**config.mk**
```make
export PLATFORM = sky130hd
export DESIGN_NAME = bcd_display_driver
export DESIGN_NICKNAME = d
export VERILOG_FILES = /design/src/rtl/bcd_display_driver.sv
export SDC_FILE = /design/constraint.sdc
export NUM_CORES = 1
export LEC_CHECK = 0
export CAP_MARGIN = 20
export CORE_ASPECT_RATIO = 0.6
export CORE_MARGIN = 5
export CORE_UTILIZATION = 45
export CTS_CLUSTER_SIZE = 20
export DETAILED_ROUTE_END_ITERATION = 7
export PLACE_DENSITY_LB_ADDON = 0.15
export SYNTH_ARGS = -nofsm -noshare
export SYNTH_HDL_FRONTEND = slang
export SYNTH_SLANG_ARGS = --single-unit
export TNS_END_PERCENT = 10
```
**constraint.sdc**
```tcl
create_clock -name clk -period 4.6 [get_ports clk]
set_clock_uncertainty 0.15 [all_clocks]
set_input_delay 0.46 -clock clk [delete_from_list [all_inputs] [get_ports clk]]
set_output_delay 0.46 -clock clk [all_outputs]
set_load 0.05 [all_outputs]
```
**src/rtl/bcd_display_driver.sv**
```systemverilog
// 12-bit binary to 4-digit BCD converter (double-dabble) with a multiplexed 7-segment scan.
// Optional build macro LEADING_ZERO_BLANK_EN blanks leading zero digits (units never blanked).
module bcd_display_driver #(
  parameter int unsigned SCAN_DIV = 1000
) (
  input  logic        clk,
  input  logic        rst_n,
  input  logic [11:0] value,
  input  logic        load,
  output logic        busy,
  output logic        done,
  output logic [15:0] bcd,
  output logic [6:0]  seg,
  output logic [3:0]  an
);

  typedef enum logic [1:0] {IDLE, SHIFT, DONE} state_t;

  localparam logic [15:0] PRESC_LAST = 16'(SCAN_DIV - 1);

  state_t      state;
  logic [3:0]  cnt;
  logic [11:0] capture;
  logic [15:0] scratch;
  logic [15:0] adj;

  logic [15:0] presc;
  logic [1:0]  idx;
  logic [3:0]  nib;
  logic        blank;

  function automatic logic [6:0] seg7(input logic [3:0] d);
    logic [6:0] s;
    case (d)
      4'd0:    s = 7'b1000000;
      4'd1:    s = 7'b1111001;
      4'd2:    s = 7'b0100100;
      4'd3:    s = 7'b0110000;
      4'd4:    s = 7'b0011001;
      4'd5:    s = 7'b0010010;
      4'd6:    s = 7'b0000010;
      4'd7:    s = 7'b1111000;
      4'd8:    s = 7'b0000000;
      4'd9:    s = 7'b0010000;
      default: s = 7'b1111111;
    endcase
    return s;
  endfunction

  // Add-3 correction applied to every nibble before the shift.
  always_comb begin
    adj = scratch;
    for (int unsigned i = 0; i < 4; i++) begin
      if (scratch[i*4 +: 4] >= 4'd5)
        adj[i*4 +: 4] = scratch[i*4 +: 4] + 4'd3;
    end
  end

  always_ff @(posedge clk or negedge rst_n) begin
    if (!rst_n) begin
      state   <= IDLE;
      cnt     <= '0;
      capture <= '0;
      scratch <= '0;
      busy    <= 1'b0;
      done    <= 1'b0;
      bcd     <= '0;
    end else begin
      case (state)
        IDLE: begin
          done <= 1'b0;
          if (load) begin
            capture <= value;
            scratch <= '0;
            cnt     <= '0;
            busy    <= 1'b1;
            state   <= SHIFT;
          end
        end
        SHIFT: begin
          {scratch, capture} <= {adj[14:0], capture, 1'b0};
          cnt <= cnt + 4'd1;
          if (cnt == 4'd11)
            state <= DONE;
        end
        DONE: begin
          bcd   <= scratch;
          done  <= 1'b1;
          busy  <= 1'b0;
          state <= IDLE;
        end
        default: state <= IDLE;
      endcase
    end
  end

  always_comb begin
    nib   = bcd[3:0];
    blank = 1'b0;
    case (idx)
      2'd0: nib = bcd[3:0];
      2'd1: nib = bcd[7:4];
      2'd2: nib = bcd[11:8];
      2'd3: nib = bcd[15:12];
      default: nib = bcd[3:0];
    endcase
`ifdef LEADING_ZERO_BLANK_EN
    case (idx)
      2'd1:    blank = (bcd[15:4] == 12'h000);
      2'd2:    blank = (bcd[15:8] == 8'h00);
      2'd3:    blank = (bcd[15:12] == 4'h0);
      default: blank = 1'b0;
    endcase
`endif
  end

  // Scan runs freely; an/seg are registered together from the current index and bcd.
  always_ff @(posedge clk or negedge rst_n) begin
    if (!rst_n) begin
      presc <= '0;
      idx   <= '0;
      an    <= 4'b1110;
      seg   <= 7'b1000000;
    end else begin
      if (presc == PRESC_LAST) begin
        presc <= '0;
        idx   <= idx + 2'd1;
      end else begin
        presc <= presc + 16'd1;
      end
      an  <= ~(4'b0001 << idx);
      seg <= blank ? 7'b1111111 : seg7(nib);
    end
  end

endmodule

```
### Word-level counts from Yosys, hierarchy flattened

Memories as Yosys holds them, arrays and structs flattened. A register that Yosys moved wholly into a read port is not among the register bits.
Cells that the tools add are included.
W data, S select, Z words.

* add/subtract/negate cells: 7
* $lt $le $gt $ge: 4
* equal/unequal tests: 9
* shift-type cells: 1
* muxes and demuxes: 18
* bitwise logic cells: 1
* reductions and logical operators: 8

Operators by type and width (number)
* $mux W16: 2
* $pmux W16 S2: 1
* $pmux W12 S2: 1
* $add A16 B1 Y16 const B: 1
* $eq A16 B10 Y1 const B: 1
* $ge A4 B3 Y1 const B: 4
* $mux W4: 4
* $pmux W4 S4: 1
* $add A4 B2 Y4 const B: 3
* $mux W12: 1
* $pmux W4 S2: 1
* $eq A2 B2 Y1 const B: 3
* $reduce_and A2 Y1: 3
* $add A4 B1 Y4 const B: 1
* $eq A2 B1 Y1 const B: 2
* $eq A4 B4 Y1 const B: 1
* $logic_not A2 Y1: 2
* $mux W2: 2
* $ne A2 B2 Y1 const B: 2
* $not A4 Y4: 1
* $pmux W1 S2: 2
* $pmux W2 S2: 1
* $reduce_bool A2 Y1: 2
* $shl A1 B2 Y4 const A: 1
* other kinds (5): 5

* register bits after elaboration: 74
* memory bits (read-only): 112
* input port bits: 15
* memories kept: 1

Memory list
* (name not given): words 16, bits a word 7, rd ports 1, clocked after Yosys merged registers in 1, wr ports 0, RTL line 34 `case (d)`

### Depth between registers and ports, before layout

Gate-level depths: netlist (run 1).

* depth in word-level cells: 3
* depth in mapped cells: 8
* depth with buffers taken out: 8

### Least setup slack after synthesis (run 1)

OpenSTA, ideal clock, no wires.

* path type: register to register
* from: reg idx[0]
* to: reg seg[3]
* setup time: 0.135 ns
* arrival: 1.670 ns
* path slack: 2.645 ns
* cell stages (with the launch flop): 9
* path buffers: 0
* period minus slack after synthesis: 1.955 ns
* cell sequence: dfrtp_1 inv_1 ha_1 clkinv_1 a21oi_1 inv_1 ha_1 nand2_1 nand3_1

* word-level cells in the longest chain between the ends: 2
* elaborated cells on any way between the ends: 5
* classes of those cells: eq/ne (3); mux (1); reduce/logical (1)

RTL lines
* start, declared: RTL line 28 `logic [1:0] idx;`
* start signal, assigned: RTL line 127 `idx <= idx + 2'd1;`
* $eq A2 B2 Y1 (tied with other cells): RTL line 100 `case (idx)`
* $pmux W4 S4 *: RTL line 100
* end, declared: RTL line 13 `output logic [6:0] seg,`

Mark *: on every way between the ends. The rest lies on a longest branch, timed or not.
A chain may end at the register's enable or synchronous reset.

### Worst setup path in the final report (run 1)

* from: reg idx[0]
* to: reg seg[1]

The elaborated chain is that of the path after synthesis.

==> flow_summary.json, run 1 <==
{
  "path_class": "flip-flop to flip-flop",
  "path_clk_slew_ns": 0.06,
  "min_to": "presc[0]",
  "regToRegSetupSlack_ns": 2.23,
  "status": "complete, no violations",
  "whs_ns": 0.321,
  "clock-sinks": 81,
  "cts_tree": "done",
  "vdd_drop_max_v": 0.000292,
  "syn-cell-area_um2": 3780,
  "drv_cap": 0,
  "cp_max_fo": 6,
  "r2r_start": "idx[0]",
  "critPathMostFrequentCell": "o21ai_0",
  "critPathSlowestCell": "a222oi_1",
  "crit_chain": "inv_1 -> ha_1 -> a222oi_1 -> mux2i_1 -> o21ai_0 -> o21ai_0",
  "htreeDepth": 3,
  "num_rows": 25,
  "timing.final.crit_share": 0.515,
  "yosysMostFrequentCell": "dfrtp_1",
  "async_flop_share": 1.00,
  "grt_pass1_vias": 2578,
  "area_delta_synth_final_pct": 22.9,
  "die-area_um2": 10400,
  "syn-num-nets": 387,
  "tns_ns": 0,
  "start_kind": "flip-flop",
  "antennaDiodeCount": 0,
  "vias": 2655,
  "max_freq_ghz": 0.422,
  "synth_ff_type": "dfrtp_1",
  "yosys.area.top_type_share": 0.510,
  "cp-end-kind": "flip-flop",
  "clk_latency_ns": 0.34,
  "grt_use_total": 0.162,
  "worst_ep_arrival_time_ns": 2.42,
  "dr.pass1.iters": 4,
  "ios": 44,
  "ys_seq_area_frac": 0.538,
  "crit_buf_inv": 1,
  "cts_max_path_buffers": 2,
  "tightest_slew_ns": 0.822,
  "r2r_end": "seg[1]",
  "finalHoldViolCount": 0,
  "holdPathStages": 1,
  "grt_max_degree": 82,
  "place_ws_ns": 2.20,
  "critPathRequiredTime_ns": 4.65,
  "grt_setup_unrepaired": "no",
  "final_layout_size_suffix_gt1_frac": 0.106,
  "antenna_found_initial": 0,
  "ys_ff_latch": 81,
  "crit_start": "idx[0]",
  "yosys-top-cells-count": "dfrtp_1, nand2_1, o21ai_0",
  "die_w_um": 128,
  "nNetsFinal": 433,
  "gp_congestion": 0.828,
  "via_per_inst": 5.18,
  "postLayoutSetupSlackWorst_ns": 2.23,
  "p_per_area_nw_per_um2": 673,
  "dpl.hpwl_um": 5250,
  "grtUsageMet3": 0.0552,
  "finalSetupViolCount": 0,
  "min_path_type": "flip-flop to flip-flop",
  "use_met2": 0.236,
  "synth_cell_types": 42,
  "ant_nets": 0,
  "routed_wl_um": 7710,
  "crit_family": "compound AO/OA/AOI/OAI gates",
  "routedWlPerCell_um": 15.0,
  "grt-busiest-layer": "met2",
  "drc": 0,
  "slowest_delay_ns": 0.53,
  "synth_top_area_cell": "dfrtp_1",
  "root_buffer": "clkbuf_16",
  "final_design_area_no_fill_um2": 4650,
  "fin_crit_ns": 2.37,
  "post_cts_buffers": 0,
  "p_leak_nw": 2.09,
  "maxSlewHeadroom": 0.450,
  "drv_slew": 0,
  "rr_worst_depth": 6,
  "grt_pass1_wl_um": 13100,
  "cts_buffers": 9,
  "drt_iter0_drc": 165,
  "portBuffers": 43,
  "postPlaceCellArea_um2": 4310,
  "initial_utilization": 0.470,
  "synthTopCellsByArea": "dfrtp_1, ha_1, nand2_1",
  "synth_edf_count": 0,
  "hp-start": "presc[0]",
  "synth.avg_cell_area_um2": 10.7,
  "synthCells": 354,
  "fill_cells": 666,
  "die_h_um": 81.0,
  "yosys_warnings": 0,
  "overflow": 0,
  "use_met1": 0.226,
  "core_um2": 8040
}
-- repair_timing --
action,4_1_cts,5_1_grt
hold buffers,0,1
gates resized for setup,0,0
endpoints found under the hold margin,0,7
setup endpoints to repair,0,0
-- through the flow --
step,total power [mW],instances,util
6_report,3.13,513,0.578
5_1_grt,3.35,513,0.578
4_1_cts,3.16,511,0.573
3_5_place_dp,2.44,495,0.537
3_3_place_gp,2.42,495,0.537
2_1_floorplan,2.03,354,-
-- power breakdown --
part / switching [mW] / internal [mW]
Sequential: 0.183 / 0.946
Combinational: 0.821 / 0.487
Clock: 0.265 / 0.423
Total: 1.27 / 1.86
-- kinds of logic after synthesis --
| logic type | share of synthesized area |
|---|---|
| and+or+nand+nor | 0.147 |
| DFF | 0.538 |
| AOI/OAI and AO/OA | 0.111 |
| buffers and inverters | 0.0377 |
| xor gates and xnor gates | 0.0487 |
| muxes | 0.0586 |
| adders and majority gates | 0.0596 |
-- flip-flops by register name, indices dropped and copies added (netlist names), 4 cells and up --
register and count:
an 4, bcd 16, capture 12, cnt 4, presc 16, scratch 16, seg 7
-- cell type report --
cell class | instances | area, µm² | share of cell area
Clock buffer | 14 | 284 | 0.0611
Clock inverter | 2 | 10.0 | 0.00215
Inverter | 23 | 86.3 | 0.0186
Multi-Input combinational cell | 237 | 1610 | 0.347
Sequential cell | 81 | 2030 | 0.437
Tap cell | 108 | 135 | 0.0291
Timing Repair Buffer | 48 | 488 | 0.105
-- worst max path at each step --
stage | depth (start not counted) | slack, ns | endpoint
floorplan | 8 | 2.64 | seg[3]
global placement | 5 | 2.24 | scratch[7]
detailed placement | 5 | 2.20 | scratch[15]
CTS | 6 | 2.30 | seg[1]
global route | 8 | 2.14 | seg[3]
finish | 6 | 2.23 | seg[1]
-- routing by layer --
metal,share of wire,vias up
li1,-,1325
met5,0,-
met3,0.050,5
met2,0.43,39
met4,0.0058,0
met1,0.51,1286
-- placed cells by master (no fill, tap or decap), types with 2 or more instances in the layout --
cell	count
clkinv_2	2
mux2i_1	6
nand2_1	54
nor2b_1	2
dfstp_2	4
mux2_2	13
inv_1	22
a22oi_1	11
nand4_1	5
nand2b_1	5
clkbuf_16	9
o31ai_1	8
nor3_1	4
o21ai_0	23
a21oi_1	10
a32o_1	4
nor2_1	10
clkbuf_8	4
ha_1	18
buf_4	4
xor2_1	12
clkdlybuf4s50_1	42
xnor2_1	9
nand3_1	21
and2_1	2
a222oi_1	4
dfrtp_1	77
(Power assumes the default switching activity.)
==> run 2, diff against run 1 <==
==> constraint.sdc (replaced) <==
create_clock -name clk -period 2.3 [get_ports clk]
set_clock_uncertainty 0.15 [all_clocks]
set_input_delay 0.23 -clock clk [delete_from_list [all_inputs] [get_ports clk]]
set_output_delay 0.23 -clock clk [all_outputs]
set_load 0.05 [all_outputs]
==> run 2 against run 1 <==
  * Register-to-register slack worse by 2.2 ns
  * First-iteration DRC count up 83%
  * Global-route usage up 1.0 points
  * Hold slack worse by 0.063 ns
  * Power up 100%
  * Non-clock buffer count up 8
  * Utilization up 0.93 points
  * Critical path depth unchanged
  * Final cell count up 1.6%
  * Sequential cell count unchanged
  * Sequential share of layout area down 0.70 points
  * Critical endpoint unchanged
  * Highest routed layer unchanged
==> flow_summary.json, run 2 (synthesized netlist as in run 1, its figures left out) <==
{
  "status": "complete, no violations",
  "antenna_found_initial": 0,
  "netSwitchingPower_mw": 2.56,
  "ant_nets": 0,
  "dr.pass1.iters": 6,
  "grt_setup_unrepaired": "yes",
  "comb_power_share": 0.415,
  "cp-end-kind": "flip-flop",
  "finalHoldViolCount": 0,
  "postPlaceCellArea_um2": 4390,
  "htreeDepth": 3,
  "area_delta_synth_final_pct": 24.9,
  "path_clk_slew_ns": 0.06,
  "grt_pass1_wl_um": 13700,
  "clk_latency_ns": 0.33,
  "root_buffer": "clkbuf_16",
  "num_rows": 25,
  "ios": 44,
  "internal_power_mw": 3.81,
  "nNetsFinal": 441,
  "start_kind": "flip-flop",
  "grt_use_total": 0.173,
  "r2r_start": "idx[0]",
  "seqPwrFrac": 0.356,
  "routedWlPerCell_um": 15.5,
  "clock-sinks": 81,
  "final_common_cell": "dfrtp_1",
  "antennaDiodeCount": 0,
  "core_um2": 8040,
  "top_regs": "bcd: 16 flops, presc: 16 flops, scratch: 16 flops",
  "portBuffers": 43,
  "grt_pass1_vias": 2638,
  "clock_power_share": 0.229,
  "regToRegSetupSlack_ns": 0.07,
  "p_leak_nw": 2.13,
  "maxSlewHeadroom": 0.483,
  "die_w_um": 128,
  "min_path_type": "input pin to asynchronous set/reset pin",
  "grt_max_degree": 45,
  "rr_worst_depth": 6,
  "drv_cap": 0,
  "cts_max_path_buffers": 2,
  "total_power_mw": 6.38,
  "cp_max_fo": 6,
  "final_layout_size_suffix_gt1_frac": 0.126,
  "cts_tree": "done",
  "drt_iter0_drc": 302,
  "drc": 0,
  "cts_buffers": 9,
  "final_design_area_no_fill_um2": 4720,
  "path_class": "flip-flop to flip-flop",
  "switching_share": 0.402,
  "tightest_slew_ns": 0.773,
  "initial_utilization": 0.470,
  "place_ws_ns": 0.0521,
  "p_per_area_nw_per_um2": 1350,
  "via_per_inst": 5.20,
  "drv_slew": 0,
  "vias": 2709,
  "routed_wl_um": 8060,
  "vdd_drop_max_v": 0.000537,
  "max_freq_ghz": 0.449,
  "final_cell_mix": "dfrtp_1, nand2_1, clkdlybuf4s50_1",
  "overflow": 0,
  "critPathRequiredTime_ns": 2.35,
  "gp_congestion": 0.809,
  "worst_ep_arrival_time_ns": 2.28,
  "fin_cells": 521,
  "die_h_um": 81.0,
  "r2r_end": "seg[1]",
  "finalSetupViolCount": 0,
  "fin_crit_ns": 2.23,
  "timing.final.crit_share": 0.969,
  "post_cts_buffers": 0,
  "postLayoutSetupSlackWorst_ns": 0.0706,
  "dp.cells": 504,
  "dpl.hpwl_um": 5710,
  "die-area_um2": 10400
}
==> run 2: power groups by stage <==
| stage | clock network, mW | logic, mW | registers (mW) |
|---|---|---|---|
| after CTS | 1.50 | 2.66 | 2.27 |
| after detailed placement | 0 | 2.64 | 2.29 |
| after global routing | 1.58 | 2.90 | 2.34 |
| final | 1.46 | 2.65 | 2.27 |
| after global placement | 0 | 2.58 | 2.29 |
| after floorplan | 0 | 1.20 | 2.86 |
==> run 2: repair_timing <==
| item | CTS | global route |
|---|---|---|
| endpoints found under the setup margin | 0 | 6 |
| hold buffers | 1 | 0 |
| endpoints found under the hold margin | 34 | 0 |
| gates resized for setup | 0 | 3 |
==> run 2: how the worst max path moves through the flow <==
stage | cells after the start | end | start | slack (ns)
6_report | 6 | seg[1] | idx[0] | 0.07
4_1_cts | 6 | seg[1] | idx[0] | 0.04
3_3_place_gp | 6 | seg[1] | idx[0] | 0.23
5_1_grt | 6 | seg[4] | idx[0] | -0.04
3_5_place_dp | 6 | seg[1] | idx[0] | 0.05
2_1_floorplan | 8 | seg[3] | idx[0] | 0.34
==> run 2: final cells by class <==
type	instances	area [µm²]
Multi-Input combinational cell	237	1620
Tap cell	108	135
Inverter	23	86.3
Clock buffer	14	274
Fill cell	666	3320
Sequential cell	81	2030
Clock inverter	2	35.0
Timing Repair Buffer	56	541
==> run 2: metrics by stage <==
step | setup TNS, ns | util | hold WS (ns)
final | 0 | 0.587 | 0.258
after CTS | 0 | 0.586 | 0.274
after floorplan | 0 | - | -0.216
after global placement | 0 | 0.547 | 0.0847
after detailed placement | 0 | 0.547 | 0.0920
after global routing | -0.0483 | 0.587 | 0.322
==> run 2: routing by layer <==
| layer | track usage | vias to the layer above | part of all wire |
|---|---|---|---|
| met5 | 0 | - | 0 |
| met4 | 0.0508 | 0 | 0.012 |
| li1 | - | 1342 | - |
| met2 | 0.245 | 67 | 0.42 |
| met1 | 0.248 | 1291 | 0.51 |
| met3 | 0.0624 | 9 | 0.057 |
==> run 2: worst max-delay path: stages (launching register included) <==
cell and delay, ns:
dfrtp_1 0.37, inv_1 0.11, ha_1 0.27, a222oi_1 0.49, mux2i_1 0.28, o21ai_1 0.29
o21ai_0 0.13
